### src/rtl/fetch_pkg.sv
// Shared definitions for the PC / fetch-control stage.
//   fetch_state_t  : FSM encoding (BOOT, RUN, HALT, ERROR)
//   INSTR_BYTES    : bytes per instruction word
//   PC_ALIGN_BITS  : low PC bits that must be zero for a word fetch
//   addr_legal()   : word-aligned and within 0 .. INSTR_BYTES*(words-1)
package fetch_pkg;

  typedef enum logic [1:0] {
    BOOT  = 2'd0,
    RUN   = 2'd1,
    HALT  = 2'd2,
    ERROR = 2'd3
  } fetch_state_t;

  localparam logic [31:0] INSTR_BYTES   = 32'd4;
  localparam int unsigned PC_ALIGN_BITS = 2;

  function automatic logic addr_legal(input logic [31:0] addr,
                                      input logic [31:0] words);
    logic [31:0] last;
    last = (words - 32'd1) * INSTR_BYTES;
    return (addr[PC_ALIGN_BITS-1:0] == '0) && (addr <= last);
  endfunction

endpackage

### src/rtl/pc_target_check.sv
// Combinational legality check for a candidate fetch address.
//   addr_i  : candidate PC (redirect target or sequential pc+4)
//   legal_o : 1 when addr_i is word-aligned and inside instruction memory
module pc_target_check
  import fetch_pkg::*;
#(
  parameter int unsigned IMEM_WORDS = 1001
) (
  input  logic [31:0] addr_i,
  output logic        legal_o
);

  assign legal_o = addr_legal(addr_i, 32'(IMEM_WORDS));

endmodule

### src/rtl/pc_fetch_ctrl.sv
// Program counter and fetch control in front of the word-indexed imem.
// Ports:
//   clk, rst          : clock, synchronous active-high reset
//   stall             : hold current PC
//   redirect_valid/_target : taken branch/jump and its destination
//   halt_req, resume  : enter / leave HALT
//   pc, pc_plus4      : current fetch PC and its link value
//   fetch_valid       : pc is a legal fetch this cycle (state RUN)
//   halted, err       : in HALT / in ERROR (sticky until rst)
//   err_addr          : first offending address
//   fetch_count       : saturating count of accepted fetches
module pc_fetch_ctrl
  import fetch_pkg::*;
#(
  parameter logic [31:0] RESET_VEC  = 32'h0000_0000,
  parameter int unsigned IMEM_WORDS = 1001
) (
  input  logic        clk,
  input  logic        rst,
  input  logic        stall,
  input  logic        redirect_valid,
  input  logic [31:0] redirect_target,
  input  logic        halt_req,
  input  logic        resume,
  output logic [31:0] pc,
  output logic [31:0] pc_plus4,
  output logic        fetch_valid,
  output logic        halted,
  output logic        err,
  output logic [31:0] err_addr,
  output logic [31:0] fetch_count
);

  fetch_state_t state_q, state_d;
  logic [31:0]  pc_q, pc_d;
  logic [31:0]  err_addr_q, err_addr_d;
  logic [31:0]  cnt_q, cnt_d;
  logic         cnt_inc;
  logic         tgt_ok, seq_ok;
  logic [31:0]  seq_pc;

  assign seq_pc = pc_q + INSTR_BYTES;

  pc_target_check #(.IMEM_WORDS(IMEM_WORDS)) u_tgt_chk (
    .addr_i  (redirect_target),
    .legal_o (tgt_ok)
  );

  pc_target_check #(.IMEM_WORDS(IMEM_WORDS)) u_seq_chk (
    .addr_i  (seq_pc),
    .legal_o (seq_ok)
  );

  always_ff @(posedge clk) begin
    if (rst) begin
      state_q    <= BOOT;
      pc_q       <= RESET_VEC;
      err_addr_q <= '0;
      cnt_q      <= '0;
    end else begin
      state_q    <= state_d;
      pc_q       <= pc_d;
      err_addr_q <= err_addr_d;
      cnt_q      <= cnt_d;
    end
  end

  always_comb begin
    state_d    = state_q;
    pc_d       = pc_q;
    err_addr_d = err_addr_q;
    cnt_inc    = 1'b0;
    unique case (state_q)
      BOOT: state_d = RUN;
      RUN: begin
        if (redirect_valid) begin
          if (!tgt_ok) begin
            state_d    = ERROR;
            err_addr_d = redirect_target;
          end else begin
            // redirect outranks stall and halt so it is never dropped
            pc_d    = redirect_target;
            cnt_inc = !stall;
          end
        end else if (halt_req) begin
          state_d = HALT;
          cnt_inc = !stall;
        end else if (stall) begin
          pc_d = pc_q;
        end else if (!seq_ok) begin
          // running off the end of imem is a fault, never a wrap
          state_d    = ERROR;
          err_addr_d = seq_pc;
        end else begin
          pc_d    = seq_pc;
          cnt_inc = 1'b1;
        end
      end
      HALT: begin
        if (resume && !halt_req) state_d = RUN;
      end
      ERROR: state_d = ERROR;
      default: state_d = BOOT;
    endcase
  end

  assign cnt_d = (cnt_inc && (cnt_q != '1)) ? cnt_q + 32'd1 : cnt_q;

  assign pc          = pc_q;
  assign pc_plus4    = seq_pc;
  assign fetch_valid = (state_q == RUN);
  assign halted      = (state_q == HALT);
  assign err         = (state_q == ERROR);
  assign err_addr    = err_addr_q;
  assign fetch_count = cnt_q;

endmodule

### config.mk
export PLATFORM = sky130hd
export DESIGN_NAME = pc_fetch_ctrl
export DESIGN_NICKNAME = d
export VERILOG_FILES = /design/src/rtl/fetch_pkg.sv /design/src/rtl/pc_target_check.sv /design/src/rtl/pc_fetch_ctrl.sv
export SDC_FILE = /design/constraint.sdc
export NUM_CORES = 1
export LEC_CHECK = 0
export ABC_AREA = 1
export ABC_CLOCK_PERIOD_IN_PS = 6550
export CORE_MARGIN = 2
export CORE_UTILIZATION = 45
export CTS_BUF_LIST = sky130_fd_sc_hd__clkbuf_2
export CTS_CLUSTER_DIAMETER = 200
export DETAILED_ROUTE_END_ITERATION = 12
export HOLD_SLACK_MARGIN = 0.12
export PLACE_DENSITY = 0.75
export SLEW_MARGIN = 5
export SYNTH_ARGS = -nofsm -noshare
export SYNTH_HDL_FRONTEND = slang
export SYNTH_SLANG_ARGS = --single-unit
### constraint.sdc
create_clock -name clk -period 6.55 [get_ports clk]
set_clock_uncertainty 0.05 [all_clocks]
set_input_delay 1.31 -clock clk [delete_from_list [all_inputs] [get_ports clk]]
set_output_delay 1.31 -clock clk [all_outputs]
set_load 0.05 [all_outputs]
* After elaboration in Yosys (flattened, before gate mapping)
Cells that the tools add are included.
** Operators by class
- $add $sub $neg :: 2
- Magnitude comparators :: 2
- Equal/unequal tests :: 13
- Mux-type cells :: 23
- Reductions and logical operators :: 13
** Operators with widths (number)
- $mux 32 :: 10
- $le 32x12->1 const B :: 2
- $add 32x1->32 const B :: 1
- $add 32x3->32 const B :: 1
- $ne 32x32->1 const B :: 1
- $mux 2 :: 6
- $reduce_and 5->1 :: 2
- $ne 4x4->1 const B :: 2
- $pmux 2 s4 :: 1
- $logic_not 2->1 :: 3
- $mux 1 :: 6
- $ne 2x1->1 const B :: 3
- $ne 2x2->1 const B :: 3
- $eq 2x2->1 const B :: 2
- $logic_and 1x1->1 :: 4
- $reduce_and 4->1 :: 1
- $ne 3x3->1 const B :: 1
- $eq 2x1->1 const B :: 1
- $logic_not 1->1 :: 2
- $reduce_bool 2->1 :: 1
** Storage, ports and cells
- Bits in registers :: 98
- Input bits :: 38
- Logic and storage cells :: 57

* Depth between registers and ports, before layout
Gate-level depths: netlist (run 1).
- Word-level depth :: 9
- Depth in mapped cells :: 19

* By module
From an unflattened synthesis (run 1), not the netlist that was laid out.
** Unflattened totals
- Cell total of the unflattened synthesis :: 1002
- Area, all modules :: 6063.3 µm²
** By module, submodules not included
- pc_fetch_ctrl :: instances 1, cells each 936, area each 5790.6 µm²
- pc_target_check :: instances 2, cells each 33, area each 136.4 µm²

* Worst setup path before layout (run 1)
No wires, ideal clock.
- Path kind :: register -> output
- Start :: register pc_q[2], in the netlist pc[2]
- End :: output port pc_plus4[17]
- Arrival time :: 2.258 ns
- Data required time :: 5.190 ns
- Path slack :: 2.932 ns
- Stages on the path, launching flop included :: 6
- Buffers on the path :: 0
- Cells stage by stage :: dfxtp_1 -> inv_2 -> nor2_2 -> nand2_1 -> nor2_1 -> xor2_1
** Between the ends
- Longest elaborated chain between the ends :: 1
** Ends and longest elaborated chain
- start, declared :: RTL line pc_fetch_ctrl.sv:35 : logic [31:0] pc_q, pc_d;
- start signal, assigned :: RTL line pc_fetch_ctrl.sv:62 : pc_q <= pc_d;
- $add 32x3->32 :: RTL line pc_fetch_ctrl.sv:42 : assign seq_pc = pc_q + INSTR_BYTES;
- end, declared :: RTL line pc_fetch_ctrl.sv:26 : output logic [31:0] pc_plus4,
Every way passes these cells.

* Worst setup path in the final report (run 1)
- Start :: register pc_q[2], in the netlist pc[2]
- End :: output port pc_plus4[30]
The elaborated chain is that of the path after synthesis.

==> flow_summary.ini, run 1 <==
[outcome]
outcome = completed

[drt]
postRouteAntennaNets = 0
drt-total-wl_mm = 20.20
vias = 6925
viasPerCell = 5.372
drtIter0Drc = 666
drcViolationCount = 0
dr.pass1.iters = 5
routedWlPerCell_um = 15.67

[place]
placed_cells = 1274
place_ws_ns = 1.881
numPortBuffers = 168
routabilityCongestion = 0.9634
hpwl_mm = 15.26

[clock_tree]
cts_tree = built
hold_buffers = 0
htreeDepth = 3
path_clk_slew_ns = 0.26
cts-root-buf = clkbuf_2
ctsResizeCount = 0
cts_buffer_depth = 2
insertion_delay_ns = 0.64
cts_setup_buffers = 0
numCtsBuffers = 9
cts_sinks = 98

[grt]
grt_pass1_vias = 5953
antenna_found_initial = 0
grt_max_degree = 74
grt_pass1_wl_mm = 31.22
grt.overflow.total = 0
grt_usage = 0.2670

[die]
rows = 43
die_h_um = 122.3
fp.dieW_um = 122.3
fp.coreArea_um2 = 13770
dieArea_um2 = 14950
start_util = 0.4571
io_pins = 169

[sta]
rsz0062_at_grt = false
max_freq_mhz = 211.5
min_period_over_period = 0.7218
fin_crit_ns = 4.727
setup_slack_ns = 1.823
hold_violations = 0
maxSlewHeadroom = 0.3161
hold_slack_ns = 0.4542
setup_viol = 0
tightestPinTransition_ns = 1.023
setup_tns_ns = 0
final_max_slew_viol_count = 0

[power]
seq_power_share = 0.464
power_leakage_nw = 3.031
powerDensity_nw_per_um2 = 176.4
p_int_mw = 0.8310
p_sw_frac = 0.4169
switchingPower_mw = 0.5941
pwr-share-clk = 0.190
irDropWorstVdd_mv = 0.08981
pwr-share-comb = 0.346

[yosys]
ys_top_cells_by_area = dfxtp_1, nand2_1, nor2_1
synthAdderAreaFrac = 0.003975
synth_compound_area_frac = 0.09599
ys_ff_latch = 98
synth_top_cell_area_share = 0.3116
ys_warn_count = 0
syn_area_um2 = 6296
synth_cell_types = 36
synthMuxAreaShare = 0.004769
syn_avg_cell_area_um2 = 6.491
synth-seq-area-share = 0.3116
synthSimpleGateAreaFrac = 0.4406
synth_nets = 1010
synth_xor_area_frac = 0.04849
synth_top_area_cell = dfxtp_1
synth_top_family_by_area = simple AND/OR/NAND/NOR gates
postSynthCellCount = 970

[worst_hold_path]
hold_class = flop to flop

[finish]
drive_above_1_share = 0.08206
final_nets = 1145
layout_common_cells = nand2_1, clkdlybuf4s50_1, nor2_1
area_growth_pct = 28.34
diodes = 0
final_common_cell = nand2_1
stdcell_count = 1289
fill_cells = 1383

[setup_path]
critPathLaunchType = flop
endpoint_kind = output pin
critPathRequiredTime_ns = 5.19
critPathMaxFanout = 6
criticalPathCategory = flop to output pin
arrival_ns = 3.37

[flow_run]
maxCapViolCount = 0
==> layout make-up <==
cell class              instances  area (um^2)  share of cell area
clock buffers                   9        45.04            0.005574
clock inverters                 6        42.54            0.005265
inverters                      85        319.1             0.03949
multi-input cells             736         3752              0.4644
flip-flops and latches         98         1962              0.2428
well taps                     180        225.2             0.02787
repair buffers                175         1734              0.2146
==> path summary, 6_finish.rpt <==
kind                        start               to  slack [ns]  cells past startpoint
setup / recovery            pc[2]     pc_plus4[30]        1.82                      8
hold / removal    fetch_count[31]  fetch_count[31]        0.45                      2
setup reg to reg            pc[4]   fetch_count[0]        2.20                     14
hold reg to reg   fetch_count[31]  fetch_count[31]        0.45                      2
==> stage by stage <==
stage                     cell area (um^2)  utilization  total power, mW
after floorplan                       6296            -            1.015
after global placement                7993       0.5803            1.161
after detailed placement              7993       0.5803            1.164
after CTS                             8080       0.5867            1.428
after global routing                  8080       0.5867            1.491
final                                 8080       0.5867            1.425
==> critical path, cell delays in order (launching register included) <==
cell and delay [ns]:
dfxtp_1 0.53, ha_1 0.31, nand2_1 0.14, nor2_4 0.20
nand3_2 0.16, nor2_4 0.16, nand3_2 0.11, xor2_2 0.30
clkdlybuf4s50_1 0.87
==> power by group through the flow <==
stage                     Clock, mW  Sequential (mW)  Combinational, mW
after floorplan                   0            0.768              0.247
final                         0.271            0.661              0.493
after global routing          0.299            0.666              0.526
after CTS                     0.275            0.661              0.493
after detailed placement          0            0.672              0.492
after global placement            0            0.671              0.490
==> cells by family (layout without fill, tap and decap cells) <==
kind of cell | count (synthesis) | after routing
multiplexers | 3 | 3
buffers and inverters | 136 | 275
AND/OR/NAND/NOR | 578 | 578
XOR/XNOR | 34 | 34
AO/OA/AOI/OAI | 119 | 119
flip-flops | 98 | 98
adder cells (fa/ha/maj) | 2 | 2
==> routing by layer <==
layer	up-vias	track usage	share of wire	wire, um
li1	3443	-	-	-
met1	3165	0.3648	0.45	9039
met2	276	0.4111	0.44	8918
met3	41	0.05158	0.081	1633
met4	0	0.1135	0.030	612
met5	-	0	0	0
==> cells in the mapped netlist, drive strengths merged <==
cell / instances
nor4b: 1
nand3: 77
nand2: 276
nor2: 133
a21oi: 82
xor2: 26
nor3: 18
xnor2: 8
nand4: 56
nor4: 12
o21bai: 1
or2: 1
mux2i: 3
buf: 32
nor3b: 1
ha: 2
clkbuf: 19
dfxtp: 98
nor2b: 1
a21boi: 1
inv: 85
nand3b: 2
o21ai: 35
==> sequential cells by signal, summed over array words and instances, names as in the netlist <==
| signal | count |
|---|---|
| state_q | 2 |
| fetch_count | 32 |
| pc | 32 |
| err_addr | 32 |
Power figures use the tool's default switching activity.
==> run 2: changes to the inputs <==
ABC_CLOCK_PERIOD_IN_PS = 3900   (was 6550)
PLACE_DENSITY = 0.78   (was 0.75)
clock period = 3.9 ns   (was 6.55 ns; I/O delays follow)
==> run 2 against run 1 <==
  * Total power grew 72%
  * Via count grew 1.2%
  * Cell count up 0.47%
  * Count of clock-buffer cells in the layout unchanged
  * First-iteration DRC count is 0.30% higher
  * Critical path type unchanged
  * Register-to-register slack worse by 1.5 ns
  * Combinational power rose by 69%
  * Wire length increased by 1.6%
  * Sequential share of layout area down 0.23 points
==> flow_summary.ini, run 2 (synthesis results as in run 1) <==
[clock_tree]
insertion_delay_ns = 0.62
cts-root-buf = clkbuf_2
cts_tree = built
numCtsBuffers = 9
path_clk_slew_ns = 0.28
cts_buffer_depth = 2
htreeDepth = 3
cts_setup_buffers = 0
cts_sinks = 98
hold_buffers = 0

[sta]
setup_tns_ns = 0
tightestPinTransition_ns = 0.6799
fin_crit_ns = 3.731
maxSlewHeadroom = 0.5462
setup_viol = 0
min_period_over_period = 0.9566
final_max_slew_viol_count = 0
hold_violations = 0
rsz0062_at_grt = false
max_freq_mhz = 268.0

[grt]
antenna_found_initial = 1
grt_pass1_wl_mm = 31.86
grt_pass1_vias = 6122
grt_max_degree = 65
grt_usage = 0.2701
grt.overflow.total = 0

[setup_path]
critPathRequiredTime_ns = 3.07
arrival_ns = 2.90
reg2regPathDepth = 14
critPathMaxFanout = 6
timing.rr.end = fetch_count[0]
endpoint_kind = output pin
rrSetupSlack_ns = 0.69
crit_start = pc[3]
criticalPathCategory = flop to output pin
critPathLaunchType = flop
endpoint = pc_plus4[14]
r2r_start = pc[4]

[die]
die_h_um = 122.3
io_pins = 169
dieArea_um2 = 14950
rows = 43
fp.coreArea_um2 = 13770
fp.dieW_um = 122.3
start_util = 0.4571

[drt]
drtIter0Drc = 668
drcViolationCount = 0
postRouteAntennaNets = 0
dr.pass1.iters = 5
drt-total-wl_mm = 20.52
vias = 7008
routedWlPerCell_um = 15.85
viasPerCell = 5.412

[finish]
final_nets = 1150
fin_util = 0.5924
final_common_cell = nand2_1
area_growth_pct = 29.59
drive_above_1_share = 0.08707
layout_common_cells = nand2_1, clkdlybuf4s50_1, nor2_1

[power]
powerDensity_nw_per_um2 = 301.0
power_leakage_nw = 3.219
irDropWorstVdd_mv = 0.1609

[worst_hold_path]
hold_class = flop to flop

[place]
numPortBuffers = 168
routabilityCongestion = 0.9948
hpwl_mm = 15.60

[flow_run]
maxCapViolCount = 0

[outcome]
outcome = completed
[run 2: stage by stage]
stage	cell area, um^2	hold WS [ns]	total power [mW]	cells	setup WS, ns
6_report	8159	0.4623	2.456	1295	0.1691
5_1_grt	8159	0.4969	2.567	1295	0.0008802
4_1_cts	8140	0.4577	2.464	1294	0.03760
3_5_place_dp	8030	0.4197	1.958	1279	0.5506
3_3_place_gp	8030	0.4141	1.954	1279	0.6173
2_1_floorplan	6296	0.4374	1.705	970	0.5368
[run 2: routing by layer]
metal / routed length (um) / up-vias / share of wire / GRT usage
met3: 1570 / 48 / 0.077 / 0.04647
met5: 0 / - / 0 / 0
met2: 9185 / 295 / 0.45 / 0.4365
met4: 652 / 0 / 0.032 / 0.1114
met1: 9113 / 3217 / 0.44 / 0.3567
li1: - / 3448 / - / -
[run 2: worst min-delay path by stage]
stage,startpoint,endpoint,slack [ns],cells past startpoint
3_3_place_gp,err_addr[24],err_addr[24],0.41,2
4_1_cts,fetch_count[31],fetch_count[31],0.46,2
5_1_grt,fetch_count[31],fetch_count[31],0.50,2
3_5_place_dp,err_addr[19],err_addr[19],0.42,2
6_report,fetch_count[31],fetch_count[31],0.46,2
2_1_floorplan,state_q[0],state_q[1],0.44,2
[run 2: cell type report]
class / count / area [um^2]
sequential: 98 / 1962
clock buffer: 9 / 45.04
antenna: 1 / 2.502
inverter: 85 / 319.1
tap: 180 / 225.2
fill: 1381 / 5614
clock inverter: 6 / 67.56
multi-input combinational: 736 / 3752
timing repair buffer: 180 / 1785
[run 2: timing repair]
item | CTS | global route
pin swaps | 0 | 0
resized for setup | 2 | 10
setup endpoints to repair | 2 | 9
[run 2: worst max-delay path, cell delays in order, from the launching register on]
cell and delay [ns]:
dfxtp_1 0.51, ha_1 0.27, nand2_1 0.12, nor2_4 0.18, nand4_1 0.19, nand2_1 0.19
clkdlybuf4s50_1 0.82
[run 2: where the power goes]
group	internal, mW	switching [mW]	total (mW)
registers	1.06	0.0531	1.11
clock network	0.148	0.366	0.514
logic	0.258	0.572	0.831
